==> config.mk <==
export PLATFORM = sky130hd
export DESIGN_NAME = oq_rate_limiter
export DESIGN_NICKNAME = d
export VERILOG_FILES = /design/src/rtl/oq_rate_limiter.sv
export SDC_FILE = /design/constraint.sdc
export NUM_CORES = 1
export LEC_CHECK = 0
export BUFFER_PORTS_ARGS = -buffer_cell sky130_fd_sc_hd__buf_2
export CAP_MARGIN = 20
export CORE_ASPECT_RATIO = 1.25
export CORE_MARGIN = 5
export CORE_UTILIZATION = 50
export CTS_CLUSTER_DIAMETER = 60
export CTS_CLUSTER_SIZE = 28
export DETAILED_ROUTE_END_ITERATION = 7
export HOLD_SLACK_MARGIN = 0.02
export PLACE_DENSITY = 0.71
export SLEW_MARGIN = 15
export SYNTH_ARGS = -nofsm -noshare
export SYNTH_HDL_FRONTEND = slang
export SYNTH_SLANG_ARGS = --single-unit
==> constraint.sdc <==
create_clock -name clk -period 10.4 [get_ports clk]
set_input_delay 2.08 -clock clk [delete_from_list [all_inputs] [get_ports clk]]
set_output_delay 2.08 -clock clk [all_outputs]
set_load 0.005 [all_outputs]
==> src/rtl/oq_rate_limiter.sv <==
// -----------------------------------------------------------------------------
// oq_rate_limiter
//
// Per-port token-bucket shaper that sits between one output-queue port and
// the MAC/CPU tx queue. Words are buffered in a small FIFO. A packet is only
// released once the bucket holds enough byte credits for its length. The
// length is taken from the IO-queue module header, if the packet has one.
// Packets are released whole and are never split.
//
// Optional feature (macro OQ_RATE_LIMITER_STATS_EN):
//   defined   -> stat_pkts_delayed / stat_stall_cycles count packets that had
//                to wait for tokens and cycles spent waiting.
//   undefined -> no counter logic; both stat ports read 0.
//   Shaping behaviour is the same in both builds.
//
// Ports:
//   clk, reset         clock, asynchronous active-high reset
//   in_data/in_ctrl    word from the output queue, written when in_wr=1
//   in_rdy             high while the FIFO has more than 2 free entries
//   out_data/out_ctrl  registered word to the tx queue, valid when out_wr=1
//   out_rdy            downstream can take a word this cycle
//   rate_limit_en      0 = transparent pass-through (bucket held full)
//   token_inc          bytes added to the bucket every refill
//   token_interval     cycles between refills (0 behaves as 1)
//   token_max          bucket depth in bytes
//   tokens             current bucket level
//   stat_*             32-bit wrapping statistics
// -----------------------------------------------------------------------------
module oq_rate_limiter #(
  parameter int DATA_WIDTH      = 64,
  parameter int CTRL_WIDTH      = DATA_WIDTH / 8,
  parameter int TOKEN_WIDTH     = 20,
  parameter int INTERVAL_WIDTH  = 16,
  parameter int FIFO_DEPTH_BITS = 3,
  parameter logic [CTRL_WIDTH-1:0] IOQ_CTRL = 8'hFF
) (
  input  logic                      clk,
  input  logic                      reset,
  input  logic [DATA_WIDTH-1:0]     in_data,
  input  logic [CTRL_WIDTH-1:0]     in_ctrl,
  input  logic                      in_wr,
  output logic                      in_rdy,
  output logic [DATA_WIDTH-1:0]     out_data,
  output logic [CTRL_WIDTH-1:0]     out_ctrl,
  output logic                      out_wr,
  input  logic                      out_rdy,
  input  logic                      rate_limit_en,
  input  logic [TOKEN_WIDTH-1:0]    token_inc,
  input  logic [INTERVAL_WIDTH-1:0] token_interval,
  input  logic [TOKEN_WIDTH-1:0]    token_max,
  output logic [TOKEN_WIDTH-1:0]    tokens,
  output logic [31:0]               stat_pkts_delayed,
  output logic [31:0]               stat_stall_cycles
);

  localparam int DEPTH  = 1 << FIFO_DEPTH_BITS;
  localparam int WORD_W = CTRL_WIDTH + DATA_WIDTH;
  // One spare bit so that tokens + token_inc cannot overflow.
  localparam int TW1    = TOKEN_WIDTH + 1;

  localparam logic [FIFO_DEPTH_BITS:0] FULL_LEVEL = (FIFO_DEPTH_BITS + 1)'(DEPTH);
  localparam logic [FIFO_DEPTH_BITS:0] NF_LEVEL   = (FIFO_DEPTH_BITS + 1)'(DEPTH - 2);

  typedef enum logic [1:0] {
    S_IDLE,
    S_CHECK,
    S_WAIT,
    S_SEND
  } state_t;

  state_t state;

  // ---------------------------------------------------------------------------
  // Word FIFO
  // ---------------------------------------------------------------------------
  logic [WORD_W-1:0]          mem [DEPTH];
  logic [FIFO_DEPTH_BITS-1:0] wr_ptr;
  logic [FIFO_DEPTH_BITS-1:0] rd_ptr;
  logic [FIFO_DEPTH_BITS:0]   count;
  logic                       fifo_empty;
  logic                       wr_en;
  logic                       pop;
  logic [DATA_WIDTH-1:0]      head_data;
  logic [CTRL_WIDTH-1:0]      head_ctrl;

  assign fifo_empty = (count == '0);
  assign in_rdy     = (count < NF_LEVEL);
  // The upstream is expected to honour in_rdy. The full check only keeps the
  // pointers consistent if it does not.
  assign wr_en      = in_wr && (count != FULL_LEVEL);
  assign pop        = (state == S_SEND) && !fifo_empty && out_rdy;
  assign {head_ctrl, head_data} = mem[rd_ptr];

  // NOTE: the storage array has no reset. Only the pointers and the count
  // decide what is valid, and a reset term would stop it mapping onto RAM.
  always_ff @(posedge clk) begin
    if (wr_en) begin
      mem[wr_ptr] <= {in_ctrl, in_data};
    end
  end

  always_ff @(posedge clk or posedge reset) begin
    if (reset) begin
      wr_ptr <= '0;
      rd_ptr <= '0;
      count  <= '0;
    end else begin
      if (wr_en) wr_ptr <= wr_ptr + 1'b1;
      if (pop)   rd_ptr <= rd_ptr + 1'b1;
      case ({wr_en, pop})
        2'b10:   count <= count + 1'b1;
        2'b01:   count <= count - 1'b1;
        default: count <= count;
      endcase
    end
  end

  // ---------------------------------------------------------------------------
  // Admission decision
  // ---------------------------------------------------------------------------
  logic [15:0]    pkt_len;
  logic [TW1-1:0] tokens_w;
  logic [TW1-1:0] max_w;
  logic [TW1-1:0] inc_w;
  logic [TW1-1:0] len_w;
  logic           go;
  logic           deduct;

  assign tokens_w = {1'b0, tokens};
  assign max_w    = {1'b0, token_max};
  assign inc_w    = {1'b0, token_inc};
  assign len_w    = TW1'(pkt_len);

  // A packet longer than the whole bucket can never meet tokens >= len. It
  // is let through once the bucket is full, so it cannot block the port.
  assign go     = !rate_limit_en || (tokens_w >= len_w) ||
                  ((len_w > max_w) && (tokens == token_max));
  assign deduct = rate_limit_en && go && ((state == S_CHECK) || (state == S_WAIT));

  // ---------------------------------------------------------------------------
  // Bucket refill
  // ---------------------------------------------------------------------------
  logic [INTERVAL_WIDTH-1:0] int_cnt;
  logic                      wrap;
  logic                      tok_init;
  logic [TW1-1:0]            sum_w;
  logic [TOKEN_WIDTH-1:0]    capped;
  logic [TOKEN_WIDTH-1:0]    tokens_next;

  // ">=" (not "==") gives a prompt wrap if token_interval is lowered below
  // the current count.
  assign wrap = (token_interval == '0) || (int_cnt >= token_interval - 1'b1);

  // NOTE: purely combinational next-state logic uses blocking assignments and
  // gives every variable a value on every path, so no latch is inferred.
  always_comb begin
    sum_w       = tokens_w + (wrap ? inc_w : '0);
    // The min() against token_max also clamps the level when token_max is
    // lowered below the current level.
    capped      = (sum_w > max_w) ? token_max : TOKEN_WIDTH'(sum_w);
    tokens_next = capped;
    if (deduct) begin
      tokens_next = ({1'b0, capped} > len_w) ? TOKEN_WIDTH'({1'b0, capped} - len_w) : '0;
    end
    // The bucket starts full. It stays full while shaping is disabled.
    if (!tok_init || !rate_limit_en) begin
      tokens_next = token_max;
    end
  end

  // NOTE: all clocked state is updated with non-blocking assignments, so the
  // order of the statements inside a block does not matter.
  always_ff @(posedge clk or posedge reset) begin
    if (reset) begin
      int_cnt  <= '0;
      tokens   <= '0;
      tok_init <= 1'b0;
    end else begin
      int_cnt  <= wrap ? '0 : int_cnt + 1'b1;
      tokens   <= tokens_next;
      tok_init <= 1'b1;
    end
  end

  // ---------------------------------------------------------------------------
  // Packet FSM with registered outputs
  // ---------------------------------------------------------------------------
  // seen_zero: a ctrl==0 word of the current packet has been sent. The first
  // later word with ctrl!=0 is the last word of the packet.
  logic seen_zero;

  always_ff @(posedge clk or posedge reset) begin
    if (reset) begin
      state     <= S_IDLE;
      pkt_len   <= '0;
      seen_zero <= 1'b0;
      out_data  <= '0;
      out_ctrl  <= '0;
      out_wr    <= 1'b0;
    end else begin
      out_wr <= 1'b0;
      unique case (state)
        S_IDLE: begin
          // Look at the head word without popping it. It is sent in S_SEND.
          if (!fifo_empty) begin
            pkt_len <= (head_ctrl == IOQ_CTRL) ? head_data[15:0] : 16'd0;
            state   <= S_CHECK;
          end
        end
        S_CHECK, S_WAIT: begin
          if (go) begin
            seen_zero <= 1'b0;
            state     <= S_SEND;
          end else begin
            state <= S_WAIT;
          end
        end
        S_SEND: begin
          if (pop) begin
            out_data <= head_data;
            out_ctrl <= head_ctrl;
            out_wr   <= 1'b1;
            if (head_ctrl == '0) begin
              seen_zero <= 1'b1;
            end else if (seen_zero) begin
              state <= S_IDLE;
            end
          end
        end
        default: state <= S_IDLE;
      endcase
    end
  end

  // ---------------------------------------------------------------------------
  // Statistics
  // ---------------------------------------------------------------------------
`ifdef OQ_RATE_LIMITER_STATS_EN
  always_ff @(posedge clk or posedge reset) begin
    if (reset) begin
      stat_pkts_delayed <= '0;
      stat_stall_cycles <= '0;
    end else begin
      // Count once, on the CHECK -> WAIT transition.
      if ((state == S_CHECK) && !go) stat_pkts_delayed <= stat_pkts_delayed + 1'b1;
      if (state == S_WAIT)           stat_stall_cycles <= stat_stall_cycles + 1'b1;
    end
  end
`else
  assign stat_pkts_delayed = '0;
  assign stat_stall_cycles = '0;
`endif

endmodule

==> run_summary.xml <==
<?xml version="1.0" encoding="UTF-8"?>
<metrics>
  <group name="run_status">
    <metric name="outcome" unit="">finished clean</metric>
  </group>
  <group name="critical_path">
    <metric name="worst_setup_path_start_kind" unit="">primary input</metric>
    <metric name="worstPathArrival" unit="ps">10670</metric>
    <metric name="required" unit="ps">10860</metric>
    <metric name="cp_endpoint_kind" unit="">register</metric>
    <metric name="path_max_fanout" unit="">6</metric>
    <metric name="worstSetupPathType" unit="">primary input to register</metric>
    <metric name="cell_with_the_biggest_individual_delay_on_the_critical_path" unit="">sky130_fd_sc_hd__or4_4</metric>
    <metric name="critical_path.most_common_cell" unit="">sky130_fd_sc_hd__a211o_1</metric>
    <metric name="critical_path.max_stage_delay" unit="ps">570</metric>
  </group>
  <group name="synthesis">
    <metric name="top_cell_type_s_share_of_synthesized_area" unit="">0.542</metric>
    <metric name="netlist_area_pre_place" unit="mm²">0.0319</metric>
    <metric name="synth.yosys.seq_area_share" unit="">0.651</metric>
    <metric name="synth_area_leaders" unit="">sky130_fd_sc_hd__edfxtp_1 54%, sky130_fd_sc_hd__dfrtp_1 11%, sky130_fd_sc_hd__mux4_2 10%</metric>
    <metric name="number_of_flops_mapped_to_enable_cells_by_yosys" unit="">576</metric>
    <metric name="synthTopCellsByCount" unit="">576 x sky130_fd_sc_hd__edfxtp_1, 149 x sky130_fd_sc_hd__nand2_1, 144 x sky130_fd_sc_hd__mux4_2</metric>
    <metric name="synthMostInstantiatedCell" unit="">sky130_fd_sc_hd__edfxtp_1</metric>
    <metric name="synth.avg_cell_area" unit="µm²">15.7</metric>
    <metric name="ffs_w_async_s_r_synth" unit="">0.194</metric>
    <metric name="yosysWarningCount" unit="">0</metric>
    <metric name="synth.ff_latch_count" unit="">715</metric>
    <metric name="post_synth_num_cell_types" unit="">70</metric>
    <metric name="netlist_instances" unit="">2033</metric>
    <metric name="synth-main-ff-cell" unit="">sky130_fd_sc_hd__edfxtp_1</metric>
    <metric name="synth_area_leader_cell" unit="">sky130_fd_sc_hd__edfxtp_1</metric>
  </group>
  <group name="drt">
    <metric name="wl_per_cell" unit="µm">22.4</metric>
    <metric name="detail-route-antenna-nets" unit="">0</metric>
    <metric name="via_per_inst" unit="">5.61</metric>
    <metric name="remaining_drc_errors" unit="">0</metric>
    <metric name="routed-via-count" unit="">18466</metric>
    <metric name="first_iter_violations" unit="">1060</metric>
    <metric name="routed_wirelength" unit="µm">73800</metric>
    <metric name="detail_route.first_pass.iterations" unit="">5</metric>
  </group>
  <group name="timing">
    <metric name="fin_skew" unit="ps">31.3</metric>
    <metric name="rsz0062_at_grt" unit="">yes</metric>
    <metric name="worstMarginPinSlew" unit="ps">1110</metric>
    <metric name="setup-violations-final" unit="">0</metric>
    <metric name="setup_ws" unit="ps">188</metric>
    <metric name="timing.slew.headroom" unit="">0.251</metric>
    <metric name="timing_max_transition_violations_final" unit="">0</metric>
    <metric name="finalCritPeriodShare" unit="">0.982</metric>
    <metric name="fmax" unit="GHz">0.0979</metric>
    <metric name="layout_min_cycle_time" unit="ps">10210</metric>
    <metric name="final-hold-violation-count" unit="">0</metric>
    <metric name="worst_hold_slack_after_final_layout" unit="ps">481</metric>
  </group>
  <group name="power_and_ir_drop">
    <metric name="leakage" unit="nW">14.0</metric>
    <metric name="powerDensity" unit="mW/mm²">233</metric>
    <metric name="ir_worst_vdd" unit="µV">215</metric>
  </group>
  <group name="clocking">
    <metric name="cts_tree" unit="">yes</metric>
    <metric name="cts_root_buffer" unit="">sky130_fd_sc_hd__clkbuf_16</metric>
    <metric name="numCtsBuffers" unit="">39</metric>
    <metric name="cts_max_path_buffers" unit="">3</metric>
    <metric name="hold_buffers" unit="">0</metric>
    <metric name="clk_latency" unit="ps">590</metric>
    <metric name="htreeDepth" unit="">2</metric>
    <metric name="cts.sink_count" unit="">715</metric>
    <metric name="path_clk_slew" unit="ps">90</metric>
  </group>
  <group name="floorplan">
    <metric name="start_util" unit="">0.505</metric>
    <metric name="core-area" unit="mm²">0.0633</metric>
    <metric name="area_enclosed_by_the_die_boundary" unit="mm²">0.0690</metric>
    <metric name="die_x" unit="µm">236</metric>
    <metric name="die_h" unit="µm">293</metric>
    <metric name="io_pins" unit="">291</metric>
    <metric name="row_count" unit="">103</metric>
  </group>
  <group name="layout">
    <metric name="post_layout_nets" unit="">2662</metric>
    <metric name="post_route_cells_drive_above_1_share" unit="">0.302</metric>
    <metric name="final_cell_count_no_fill" unit="">3294</metric>
    <metric name="final_area" unit="mm²">0.0371</metric>
    <metric name="fin_util" unit="">0.586</metric>
    <metric name="synthToLayoutAreaGrowth" unit="%">16.1</metric>
  </group>
  <group name="placed_design">
    <metric name="post_dp_cell_area" unit="mm²">0.0350</metric>
    <metric name="gp_congestion" unit="">0.864</metric>
    <metric name="dp_hpwl" unit="µm">47100</metric>
    <metric name="dpl_worst_slack" unit="ps">-778</metric>
    <metric name="dpl.cell_count" unit="">3193</metric>
    <metric name="io_buffers" unit="">226</metric>
  </group>
  <group name="job">
    <metric name="max_cap_viol_count" unit="">0</metric>
  </group>
  <group name="grt">
    <metric name="first_global_vias" unit="">19361</metric>
    <metric name="grt_antenna_before_repair" unit="">18</metric>
    <metric name="maximum_number_of_pins_on_one_net_before_global_route_repair" unit="">110</metric>
    <metric name="grt_pass1_wl" unit="µm">112000</metric>
    <metric name="grtUsageTotal" unit="">0.208</metric>
    <metric name="grt.overflow.total" unit="">0</metric>
  </group>
  <group name="worst_hold_path">
    <metric name="min-delay-path-class" unit="">register to register</metric>
  </group>
</metrics>
==> path summary, 6_finish.rpt <==
path,startpoint,endpoint,slack (ps),cells after the start
setup / recovery,token_interval[7],tokens[17]$_DFF_PP0_,190,39
hold reg to reg,out_ctrl[7]$_DFFE_PP0P_,out_ctrl[7]$_DFFE_PP0P_,480,2
max in group asynchronous,reset,tokens[14]$_DFF_PP0_,7510,4
setup reg to reg,int_cnt[0]$_DFF_PP0_,tokens[17]$_DFF_PP0_,1600,40
hold / removal,out_ctrl[7]$_DFFE_PP0P_,out_ctrl[7]$_DFFE_PP0P_,480,2
min in group asynchronous,reset,out_data[51]$_DFFE_PP0P_,1680,2
==> timing repair <==
item | in CTS | in global routing
endpoints found under the setup margin | 13 | 20
buffers inserted | 1 | 16
pin swaps | 2 | 41
hold endpoints to repair | 0 | 0
cloned | 0 | 2
resized for setup | 6 | 85
==> layer usage <==
metal | share of wire | vias to the layer above | wire length, µm | track usage
met4 | 0.028 | 12 | 2100 | 0.0595
li1 | - | 8451 | - | -
met3 | 0.061 | 114 | 4490 | 0.0434
met2 | 0.51 | 476 | 37600 | 0.360
met5 | 0.0011 | - | 78 | 0
met1 | 0.40 | 9413 | 29500 | 0.268
==> stage by stage <==
stage                     total power [mW]  TNS (ps)
after floorplan                       5.83         0
after global placement                6.73     -7510
after detailed placement              6.81    -11550
after CTS                             8.65         0
after global routing                  9.12      -570
final                                 8.62         0
==> sequential cells by signal (all words and copies together) (netlist names) <==
signal	count
tokens	20
out_wr	1
state	2
pkt_len	16
mem	576
wr_ptr	3
tok_init	1
int_cnt	16
count	4
seen_zero	1
out_ctrl	8
out_data	64
rd_ptr	3
==> logic make-up after synthesis <==
kind of cell | count (synthesis) | share of synthesized area
AO/OA/AOI/OAI | 300 | 0.0612
other | 2 | 0.000235
AND/OR/NAND/NOR | 377 | 0.0560
multiplexers | 235 | 0.131
flip-flops | 715 | 0.651
buffers and inverters | 208 | 0.0330
adder cells (fa/ha/maj) | 117 | 0.0466
XOR/XNOR | 79 | 0.0217
==> critical path: cells and delay by family <==
kind / cells / cell delay, ps
fa+ha+maj: 5 / 1230
compound gates: 15 / 2990
xor+xnor: 2 / 300
buf+inv: 3 / 410
mux: 1 / 370
simple gates: 13 / 3250
==> area by class of cell <==
type / count / area [µm²]
diodes: 12 / 30.0
clock buffers: 50 / 1050
clock inverters: 21 / 385
fillers: 4865 / 26200
inverters: 70 / 268
multi-input cells: 1173 / 10900
flip-flops and latches: 715 / 20800
well taps: 840 / 1050
repair buffers: 413 / 2620
==> cell usage in the layout, fill, tap and decap left out, drive strengths merged, types with 12 or more instances in the layout <==
master and n:
buf 412, nand3 32, a211oi 13, a21o 21, diode 12, inv 79
dfrtp 139, nor2 68, xor2 26, clkbuf 51, xnor2 53, mux4 144
a21oi 60, mux2i 77, ha 114, nand2 149, conb 65, edfxtp 576
and3 21, o21ai 130, and2 27, nor3 22, mux2 14
==> where the power goes <==
group	internal, mW	total [mW]	switching, mW
logic	1.34	2.79	1.46
clock network	0.853	1.83	0.980
registers	3.63	4.00	0.364
No activity file was read; power rests on OpenSTA's default activity.
